`src/rtl/lsu.sv`:
```
// Load/store unit: one access at a time over a single-beat bus, with byte-lane steering and load extension.
// Optional macro LSU_MISALIGN_EN: misaligned accesses run as one or two beats instead of being rejected.
module lsu #(
    parameter int XLEN = 64
) (
    input  logic              clk,
    input  logic              rst,
    input  logic              req_valid,
    output logic              req_ready,
    input  logic              req_we,
    input  logic [1:0]        req_size,
    input  logic              req_unsigned,
    input  logic [XLEN-1:0]   req_addr,
    input  logic [XLEN-1:0]   req_wdata,
    output logic              resp_valid,
    output logic [XLEN-1:0]   resp_rdata,
    output logic              resp_err,
    output logic              bus_valid,
    input  logic              bus_ready,
    output logic              bus_we,
    output logic [XLEN-1:0]   bus_addr,
    output logic [XLEN-1:0]   bus_wdata,
    output logic [XLEN/8-1:0] bus_wstrb,
    input  logic [XLEN-1:0]   bus_rdata,
    output logic [1:0]        dbg_state
);
    // Handshakes: a request transfers on req_valid && req_ready, a bus beat on
    // bus_valid && bus_ready; bus_* stay frozen while waiting. resp_valid is a
    // single-cycle pulse that the consumer cannot stall.
    localparam int NB = XLEN / 8;
    localparam int OW = $clog2(NB);

    typedef enum logic [1:0] {IDLE = 2'd0, BEAT0 = 2'd1, BEAT1 = 2'd2, RESP = 2'd3} state_t;
    state_t state, state_next;

    logic            we_q, uns_q, err_q;
    logic [1:0]      size_q;
    logic [XLEN-1:0] addr_q, wdata_q, lo_q, rdata_q;

    logic              req_fire, req_illegal, split, last_beat, sign;
    int                nb, sh;
    logic [OW-1:0]     off;
    logic [XLEN-1:0]   base_addr, data_keep, rd_shifted, rd_ext;
    logic [NB-1:0]     strb_keep;
    logic [2*XLEN-1:0] wide_wdata, rd_joined;
    logic [2*NB-1:0]   wide_strb;

`ifdef LSU_MISALIGN_EN
    assign req_illegal = (XLEN == 32) && (req_size == 2'b11);
`else
    logic [2:0] align_mask;
    always_comb begin
        align_mask = 3'b000;
        case (req_size)
            2'b01:   align_mask = 3'b001;
            2'b10:   align_mask = 3'b011;
            2'b11:   align_mask = 3'b111;
            default: align_mask = 3'b000;
        endcase
    end
    assign req_illegal = ((XLEN == 32) && (req_size == 2'b11)) || (|(req_addr[2:0] & align_mask));
`endif

    assign req_fire  = req_valid && (state == IDLE);
    assign last_beat = bus_ready && (((state == BEAT0) && !split) || (state == BEAT1));

    // Lane steering works on a double-width window so a split access is just
    // the upper half of the same shift.
    always_comb begin
        nb         = 1 << size_q;
        off        = addr_q[OW-1:0];
        sh         = 8 * int'(off);
        base_addr  = {addr_q[XLEN-1:OW], {OW{1'b0}}};
        data_keep  = (8 * nb >= XLEN) ? '1 : ({XLEN{1'b1}} >> (XLEN - 8 * nb));
        strb_keep  = (nb >= NB) ? '1 : ({NB{1'b1}} >> (NB - nb));
        wide_wdata = {{XLEN{1'b0}}, wdata_q & data_keep} << sh;
        wide_strb  = {{NB{1'b0}}, strb_keep} << off;
`ifdef LSU_MISALIGN_EN
        split      = (int'(off) + nb) > NB;
`else
        split      = 1'b0;
`endif
        rd_joined  = split ? {bus_rdata, lo_q} : {{XLEN{1'b0}}, bus_rdata};
        rd_shifted = XLEN'(rd_joined >> sh);
        case (size_q)
            2'b00:   sign = rd_shifted[7];
            2'b01:   sign = rd_shifted[15];
            2'b10:   sign = rd_shifted[31];
            default: sign = rd_shifted[XLEN-1];
        endcase
        rd_ext = (rd_shifted & data_keep) | ((!uns_q && sign) ? ~data_keep : '0);
    end

    always_ff @(posedge clk or negedge rst) begin
        if (!rst) state <= IDLE;
        else      state <= state_next;
    end

    always_comb begin
        state_next = state;
        case (state)
            IDLE:    if (req_valid) state_next = req_illegal ? RESP : BEAT0;
            BEAT0:   if (bus_ready) state_next = split ? BEAT1 : RESP;
            BEAT1:   if (bus_ready) state_next = RESP;
            RESP:    state_next = IDLE;
            default: state_next = IDLE;
        endcase
    end

    always_ff @(posedge clk or negedge rst) begin
        if (!rst) begin
            we_q    <= 1'b0;
            uns_q   <= 1'b0;
            err_q   <= 1'b0;
            size_q  <= 2'b00;
            addr_q  <= '0;
            wdata_q <= '0;
            lo_q    <= '0;
            rdata_q <= '0;
        end else begin
            if (req_fire) begin
                we_q    <= req_we;
                uns_q   <= req_unsigned;
                err_q   <= req_illegal;
                size_q  <= req_size;
                addr_q  <= req_addr;
                wdata_q <= req_wdata;
                rdata_q <= '0;
            end
            if ((state == BEAT0) && bus_ready && split) lo_q <= bus_rdata;
            if (last_beat && !we_q) rdata_q <= rd_ext;
        end
    end

    always_comb begin
        req_ready  = (state == IDLE);
        resp_valid = (state == RESP);
        resp_err   = resp_valid && err_q;
        resp_rdata = (resp_valid && !err_q) ? rdata_q : '0;
        bus_valid  = 1'b0;
        bus_we     = 1'b0;
        bus_addr   = '0;
        bus_wdata  = '0;
        bus_wstrb  = '0;
        if (state == BEAT0) begin
            bus_valid = 1'b1;
            bus_we    = we_q;
            bus_addr  = base_addr;
            if (we_q) begin
                bus_wdata = wide_wdata[XLEN-1:0];
                bus_wstrb = wide_strb[NB-1:0];
            end
        end else if (state == BEAT1) begin
            bus_valid = 1'b1;
            bus_we    = we_q;
            bus_addr  = base_addr + XLEN'(NB);
            if (we_q) begin
                bus_wdata = wide_wdata[2*XLEN-1:XLEN];
                bus_wstrb = wide_strb[2*NB-1:NB];
            end
        end
    end

    assign dbg_state = state;
endmodule

```
`config.mk`:
```
export PLATFORM = sky130hd
export DESIGN_NAME = lsu
export DESIGN_NICKNAME = d
export VERILOG_FILES = /design/src/rtl/lsu.sv
export SDC_FILE = /design/constraint.sdc
export NUM_CORES = 1
export LEC_CHECK = 0
export BUFFER_PORTS_ARGS = -buffer_cell sky130_fd_sc_hd__buf_2
export CORE_ASPECT_RATIO = 0.6
export CORE_MARGIN = 5
export CORE_UTILIZATION = 42
export DETAILED_ROUTE_END_ITERATION = 16
export PLACE_DENSITY = 0.75
export SYNTH_ARGS = -nofsm -noshare
export SYNTH_HDL_FRONTEND = slang
export SYNTH_SLANG_ARGS = --single-unit
```
`constraint.sdc`:
```
create_clock -name clk -period 4.6 [get_ports clk]
set_input_delay 0.23 -clock clk [delete_from_list [all_inputs] [get_ports clk]]
set_output_delay 0.23 -clock clk [all_outputs]
set_load 0.02 [all_outputs]
```
==> results of run 1 <==
==> cells by family after synthesis <==
family                     after synthesis  synth area share
AOI/OAI and AO/OA                      399            0.1793
adders and majority gates                6          0.005257
DFF                                    199            0.3488
and+or+nand+nor                        542            0.1937
muxes                                  257            0.2142
buffers and inverters                  153           0.04320
other                                    1         0.0002626
xor gates and xnor gates                25           0.01533
==> timing repair <==
item / 4_1_cts / 5_1_grt
endpoints found under the hold margin: 191 / 0
hold buffers: 91 / 0
resized for setup: 0 / 0
==> stage by stage <==
stage                     worst slack (ns)  instances  utilization
after detailed placement             1.003       2343       0.4948
final                               0.4687       2469       0.5392
after CTS                           0.5007       2464       0.5388
after floorplan                      1.529       1584            -
after global routing                0.2925       2469       0.5392
after global placement               1.061       2343       0.4948
==> synthesized netlist by cell type (all sizes together), types with 10 or more instances <==
cell	instances	area, µm²
nor3	27	135.1
xnor2	16	140.1
clkbuf	98	367.9
nor2	94	352.8
or4	16	123.9
inv	18	67.56
and3	14	87.58
a31oi	16	100.1
nor4	10	68.81
nand3	31	155.2
nand4	21	137.6
o21ai	115	575.6
or3	21	131.4
mux4	21	473.0
mux2i	57	570.6
o221ai	17	148.9
dfrtp	199	4980
a21oi	99	495.5
a22oi	16	120.1
a221o	29	290.3
nand2b	16	100.1
nand3b	11	82.58
and2	90	563.0
o22ai	23	143.9
o31ai	11	82.58
a211oi	12	90.09
nand2	160	600.6
mux2	179	2016
buf	36	177.7
or2	13	81.33
==> state kept, by name (all words and copies together) (netlist names) <==
register / cells
addr_q: 64
dbg_state: 2
size_q: 2
we_q: 1
wdata_q: 64
uns_q: 1
err_q: 1
rdata_q: 64
==> power groups by stage <==
| stage | Sequential, mW | Combinational [mW] | Clock, mW |
|---|---|---|---|
| after floorplan | 3.15 | 5.34 | 0 |
| after global routing | 3.81 | 8.09 | 1.63 |
| after global placement | 3.64 | 7.23 | 0 |
| after detailed placement | 3.69 | 7.33 | 0 |
| final | 3.71 | 7.56 | 1.53 |
| after CTS | 3.65 | 7.43 | 1.56 |
==> layout by cell type (no fill, tap or decap), types with 12 or more instances in the layout <==
master         Yosys  routed
a211oi_1          12      12
a21oi_1           99      98
a221o_1           29      29
a22oi_1           16      16
a31oi_1           16      16
and2_1            86      86
and3_1            14      14
buf_2             19     402
buf_4              3      30
clkbuf_16          0      17
dfrtp_1          199     196
dlygate4sd3_1      0      91
inv_1             18      17
mux2_2           179     179
mux2i_1           57      57
mux4_2            21      21
nand2_1          160     158
nand2b_1          16      16
nand3_1           31      31
nand4_1           20      20
nor2_1            94      93
nor3_1            27      27
o21ai_0          108     108
o221ai_1          17      17
o22ai_1           23      23
or3_1             21      21
or4_1             15      15
xnor2_1           16      16
==> final timing paths <==
path	end	slack, ns
hold / removal	wdata_q[23]	0.02
setup / recovery	bus_addr[62]	0.47
hold reg to reg	rdata_q[16]	0.48
setup reg to reg	rdata_q[33]	1.34
max in group asynchronous	wdata_q[51]	3.07
min in group asynchronous	addr_q[46]	0.37
==> cell type report <==
cell class,count,area [µm²],area share
clock inverters,9,118.9,0.006554
diodes,5,12.51,0.0006898
inverters,19,71.32,0.003932
clock buffers,21,450.4,0.02483
flip-flops and latches,199,4989,0.2750
repair buffers,525,3182,0.1754
well taps,459,574.3,0.03166
multi-input cells,1232,8740,0.4819
==> routing by layer <==
layer | routed length, µm | part of all wire | vias to the layer above
met5 | 20 | 0.00034 | -
met4 | 2223 | 0.038 | 2
met2 | 25350 | 0.43 | 917
met3 | 6119 | 0.10 | 151
met1 | 25300 | 0.43 | 7331
li1 | - | - | 6650
==> results.yml, run 1 <==
place:
  port_buffers: 403
  hpwl_um: 44110
  place.gp.congestion: 0.9603
  dpl_cell_area_um2: 16640
clock_tree:
  clkLatencyLatePin_ns: 0.46
  post-cts-setup-buffers: 0
  ctsHtreeMaxLevel: 4
  clk_pin_slew_ns: 0.07
  ctsLongestPathBuffers: 2
  cts_made_buffers: 17
  cts_tree: "built"
  cts_num_sinks: 199
  cts_root_buf: "clkbuf_16"
drt:
  wl_um: 59020
  drt-wirelength-per-cell_um: 23.90
  drtPass1Iterations: 6
  dr.first_iter.drc_count: 1590
  antenna_left: 0
  drt-vias-per-instance: 6.096
  drc: 0
  vias: 15051
grt:
  grt-ovfl-total: 0
  grt_max_degree: 103
  grtUsageTotal: 0.3021
  grtUsageMet2: 0.4398
  grt_pass1_wl_um: 88890
  top_usage_layer: "met1"
  grtUsageMet3: 0.07522
  grt_pass1_vias: 14273
  antenna_found_initial: 7
  met1_usage: 0.4405
final_layout:
  syn2layout_area_growth_pct: 27.02
  postLayoutCellArea_um2: 18140
  fillers: 3082
  drive_gt1_frac: 0.3426
  nets: 2200
floorplanning:
  dieArea_um2: 37900
  initial_core_util: 0.4245
  rows: 52
  die_h_um: 152.8
  ioPinCount: 407
  die_w_um: 248.0
  core_area_um2: 33640
hold_path:
  min_path_type: "in -> reg"
  hold_depth: 2
  hold_start: "req_wdata[23]"
power_and_ir_drop:
  power.density_nw_per_um2: 705.8
  power.switching_mw: 6.472
  pwr-share-seq: 0.290
  power_mw: 12.80
  p_sw_frac: 0.5055
  power_frac_comb: 0.591
  p_int_mw: 6.330
  p_leak_nw: 8.213
  ir_drop_v: 0.0003948
  clkPwrFrac: 0.120
worst_setup_path:
  cp_common_cell: "or4_1"
  worstReg2RegStart: "addr_q[2]"
  path_buf_inv: 3
  crit_type: "reg -> out"
  critPathTopFamily: "simple AND/OR/NAND/NOR gates"
  path_depth: 9
  crit_start: "dbg_state[1]"
  path_cells: "inv_1 -> ha_1 -> buf_4 -> nand3b_1 -> or4_1 -> or4_1 -> or3_1 -> a21oi_1 -> buf_2"
  worstPathRequired_ns: 4.37
  r2r_cells: 6
  arrival_ns: 3.90
  crit_path_end_kind: "output pin"
  cp_slowest_cell: "or4_1"
  startpoint_type: "register"
  critPathMaxFanout: 20
  cpPeakStageDelay_ns: 0.78
sta:
  min_period_ns: 4.131
  hold_violations: 0
  setup_viol: 0
  fmax_mhz: 242.1
  fin_tns_setup_ns: 0
  rsz0062_at_grt: "false"
  worstMarginPinSlew_ns: 1.402
  slew_violations: 0
  holdWs_ns: 0.01912
  timing.slew.headroom: 0.05842
  min_period_over_period: 0.8981
  fin_skew_ns: 0.01221
logic_synthesis:
  synth_cells: 1582
  synth_edf_count: 0
  async_flop_share: 1.000
  synth_ff_type: "dfrtp_1"
  synth-seq-cells: 199
  ys_types: 66
  yosys_warnings: 0
  yosysSeqAreaShare: 0.3488
  syn-cell-area_um2: 14280
  syn_area_per_cell_um2: 9.026
outcome:
  status: "complete, no violations"
run:
  drv_cap: 0
Power figures use the tool's default switching activity.
==> inputs of run 2 (changes only) <==
--- a/config.mk
+++ b/config.mk
@@ -6,11 +6,13 @@
 export NUM_CORES = 1
 export LEC_CHECK = 0
 export BUFFER_PORTS_ARGS = -buffer_cell sky130_fd_sc_hd__buf_2
+export CELL_PAD_IN_SITES_DETAIL_PLACEMENT = 0
+export CELL_PAD_IN_SITES_GLOBAL_PLACEMENT = 2
 export CORE_ASPECT_RATIO = 0.6
 export CORE_MARGIN = 5
-export CORE_UTILIZATION = 42
+export CORE_UTILIZATION = 34
 export DETAILED_ROUTE_END_ITERATION = 16
-export PLACE_DENSITY = 0.75
+export PLACE_DENSITY = 0.95
 export SYNTH_ARGS = -nofsm -noshare
 export SYNTH_HDL_FRONTEND = slang
 export SYNTH_SLANG_ARGS = --single-unit
==> run 2 against run 1 <==
Against the previous run: wire length grew 7.1%; cell count rose by 5.5%; flip-flop and latch count unchanged; worst setup slack worse by 0.025 ns; clock skew grew 0.013 ns; critical path depth did not move; clock-buffer cell count shrank 2; core utilization is 9.5 points lower; clock power barely moved; register-to-register slack got worse by 0.15 ns; maximum frequency is 0.59% lower; die area is 22% higher.
==> results.yml, run 2 (synthesis gave the netlist of run 1 again) <==
power_and_ir_drop:
  p_leak_nw: 8.345
  ir_drop_v: 0.0002637
  power.density_nw_per_um2: 702.3
  power_mw: 13.01
drt:
  wirelength_met1_um: 28900
  drc: 0
  dr.first_iter.drc_count: 1869
  top_layer_used: "met5"
  drtPass1Iterations: 6
  drt-vias-per-instance: 5.759
  wl_um: 63220
  wl_met3_um: 5973
  drt-wirelength-per-cell_um: 24.26
  antenna_left: 0
  vias: 15008
  wl_met2_um: 26280
grt:
  antenna_found_initial: 4
  grtUsageTotal: 0.2631
  grt_max_degree: 107
  grt_pass1_wl_um: 93230
  grt-ovfl-total: 0
  grt_pass1_vias: 14184
clock_tree:
  cts_tree: "built"
  ctsResizeCount: 0
  clkLatencyLatePin_ns: 0.47
  ctsHtreeMaxLevel: 4
  clk_pin_slew_ns: 0.07
  cts_root_buf: "clkbuf_16"
  post-cts-setup-buffers: 0
  cts_num_sinks: 199
  ctsLongestPathBuffers: 2
  ctsHoldBuffers: 113
  cts_made_buffers: 17
hold_path:
  worstHoldEndpoint: "wdata_q[36]"
  hold_start: "req_wdata[36]"
  min_path_type: "in -> reg"
  hold_depth: 2
worst_setup_path:
  path_buf_inv: 3
  critPathMaxFanout: 20
  worstPathRequired_ns: 4.37
  crit_type: "reg -> out"
  arrival_ns: 3.93
  cp_slowest_cell: "or4_1"
  cp_common_cell: "or4_1"
  startpoint_type: "register"
  path_cells: "inv_1 -> ha_1 -> buf_4 -> nand3b_1 -> or4_1 -> or4_1 -> or3_1 -> a21oi_1 -> buf_2"
  crit_path_end_kind: "output pin"
  cpPeakStageDelay_ns: 0.76
  rr_endpoint: "rdata_q[38]"
  regToRegSetupSlack_ns: 1.19
  worstReg2RegStart: "addr_q[0]"
  critPathTopFamily: "simple AND/OR/NAND/NOR gates"
  r2r_cells: 6
floorplanning:
  die_h_um: 168.7
  initial_core_util: 0.3422
  ioPinCount: 407
  die_w_um: 274.6
  rows: 58
  core_area_um2: 41730
  dieArea_um2: 46330
place:
  dpl_cell_area_um2: 16830
  hpwl_um: 47930
  place.gp.congestion: 0.9641
  port_buffers: 403
outcome:
  status: "complete, no violations"
sta:
  min_period_ns: 4.156
  hold_violations: 0
  slew_violations: 0
  fmax_mhz: 240.6
  fin_tns_setup_ns: 0
  min_period_over_period: 0.9035
  timing.slew.headroom: 0.2475
  fin_skew_ns: 0.02527
  rsz0062_at_grt: "false"
  setup_viol: 0
  holdWs_ns: 0.01562
  worstMarginPinSlew_ns: 1.128
final_layout:
  fillers: 4108
  layout_commonest_cell: "buf_2"
  syn2layout_area_growth_pct: 29.76
  drive_gt1_frac: 0.3424
  postLayoutCellArea_um2: 18530
  multi_input_area_um2: 8740
  top_regs: "addr_q x64, rdata_q x64, wdata_q x64"
  regArea_um2: 4989
  nets: 2226
  final_cell_mix: "buf_2 (402), dfrtp_1 (196), mux2_2 (179)"
run:
  drv_cap: 0
==> run 2: worst register-to-register path: cells and delay by family (launching register included) <==
kind                   cells  cell delay, ns
buffers and inverters      1            0.81
DFF                        1            0.77
muxes                      1            0.30
AOI/OAI and AO/OA          3            0.52
and+or+nand+nor            1            0.84
==> run 2: worst max-delay path by stage <==
stage,cells past startpoint,startpoint,end
3_3_place_gp,9,dbg_state[1],bus_addr[62]
5_1_grt,9,dbg_state[1],bus_addr[58]
3_5_place_dp,9,dbg_state[1],bus_addr[62]
4_1_cts,9,dbg_state[1],bus_addr[62]
6_report,9,dbg_state[1],bus_addr[62]
2_1_floorplan,8,dbg_state[1],bus_addr[62]
==> run 2: power by group <==
| part | switching (mW) | internal [mW] |
|---|---|---|
| Clock | 0.780 | 0.739 |
| Combinational | 4.84 | 2.97 |
| Sequential | 1.11 | 2.58 |
==> run 2: layout make-up <==
cell class | count | share of cell area
inverters | 19 | 0.003849
diodes | 3 | 0.0004052
multi-input cells | 1232 | 0.4717
clock inverters | 13 | 0.005943
well taps | 570 | 0.03849
flip-flops and latches | 199 | 0.2692
repair buffers | 551 | 0.1859
clock buffers | 19 | 0.02445
==> run 2: metal layers <==
layer  vias up  GRT usage
li1       6690          -
met1      7462     0.3938
met2       749     0.3716
met3       103    0.06744
met4         4    0.07868
met5         -          0
==> run 2: stage by stage <==
step	setup slack, ns	util	std cells
6_report	0.4441	0.4440	2606
4_1_cts	0.4559	0.4438	2603
3_3_place_gp	1.069	0.4032	2458
5_1_grt	0.2583	0.4440	2605
3_5_place_dp	0.9795	0.4032	2458
2_1_floorplan	1.529	-	1584
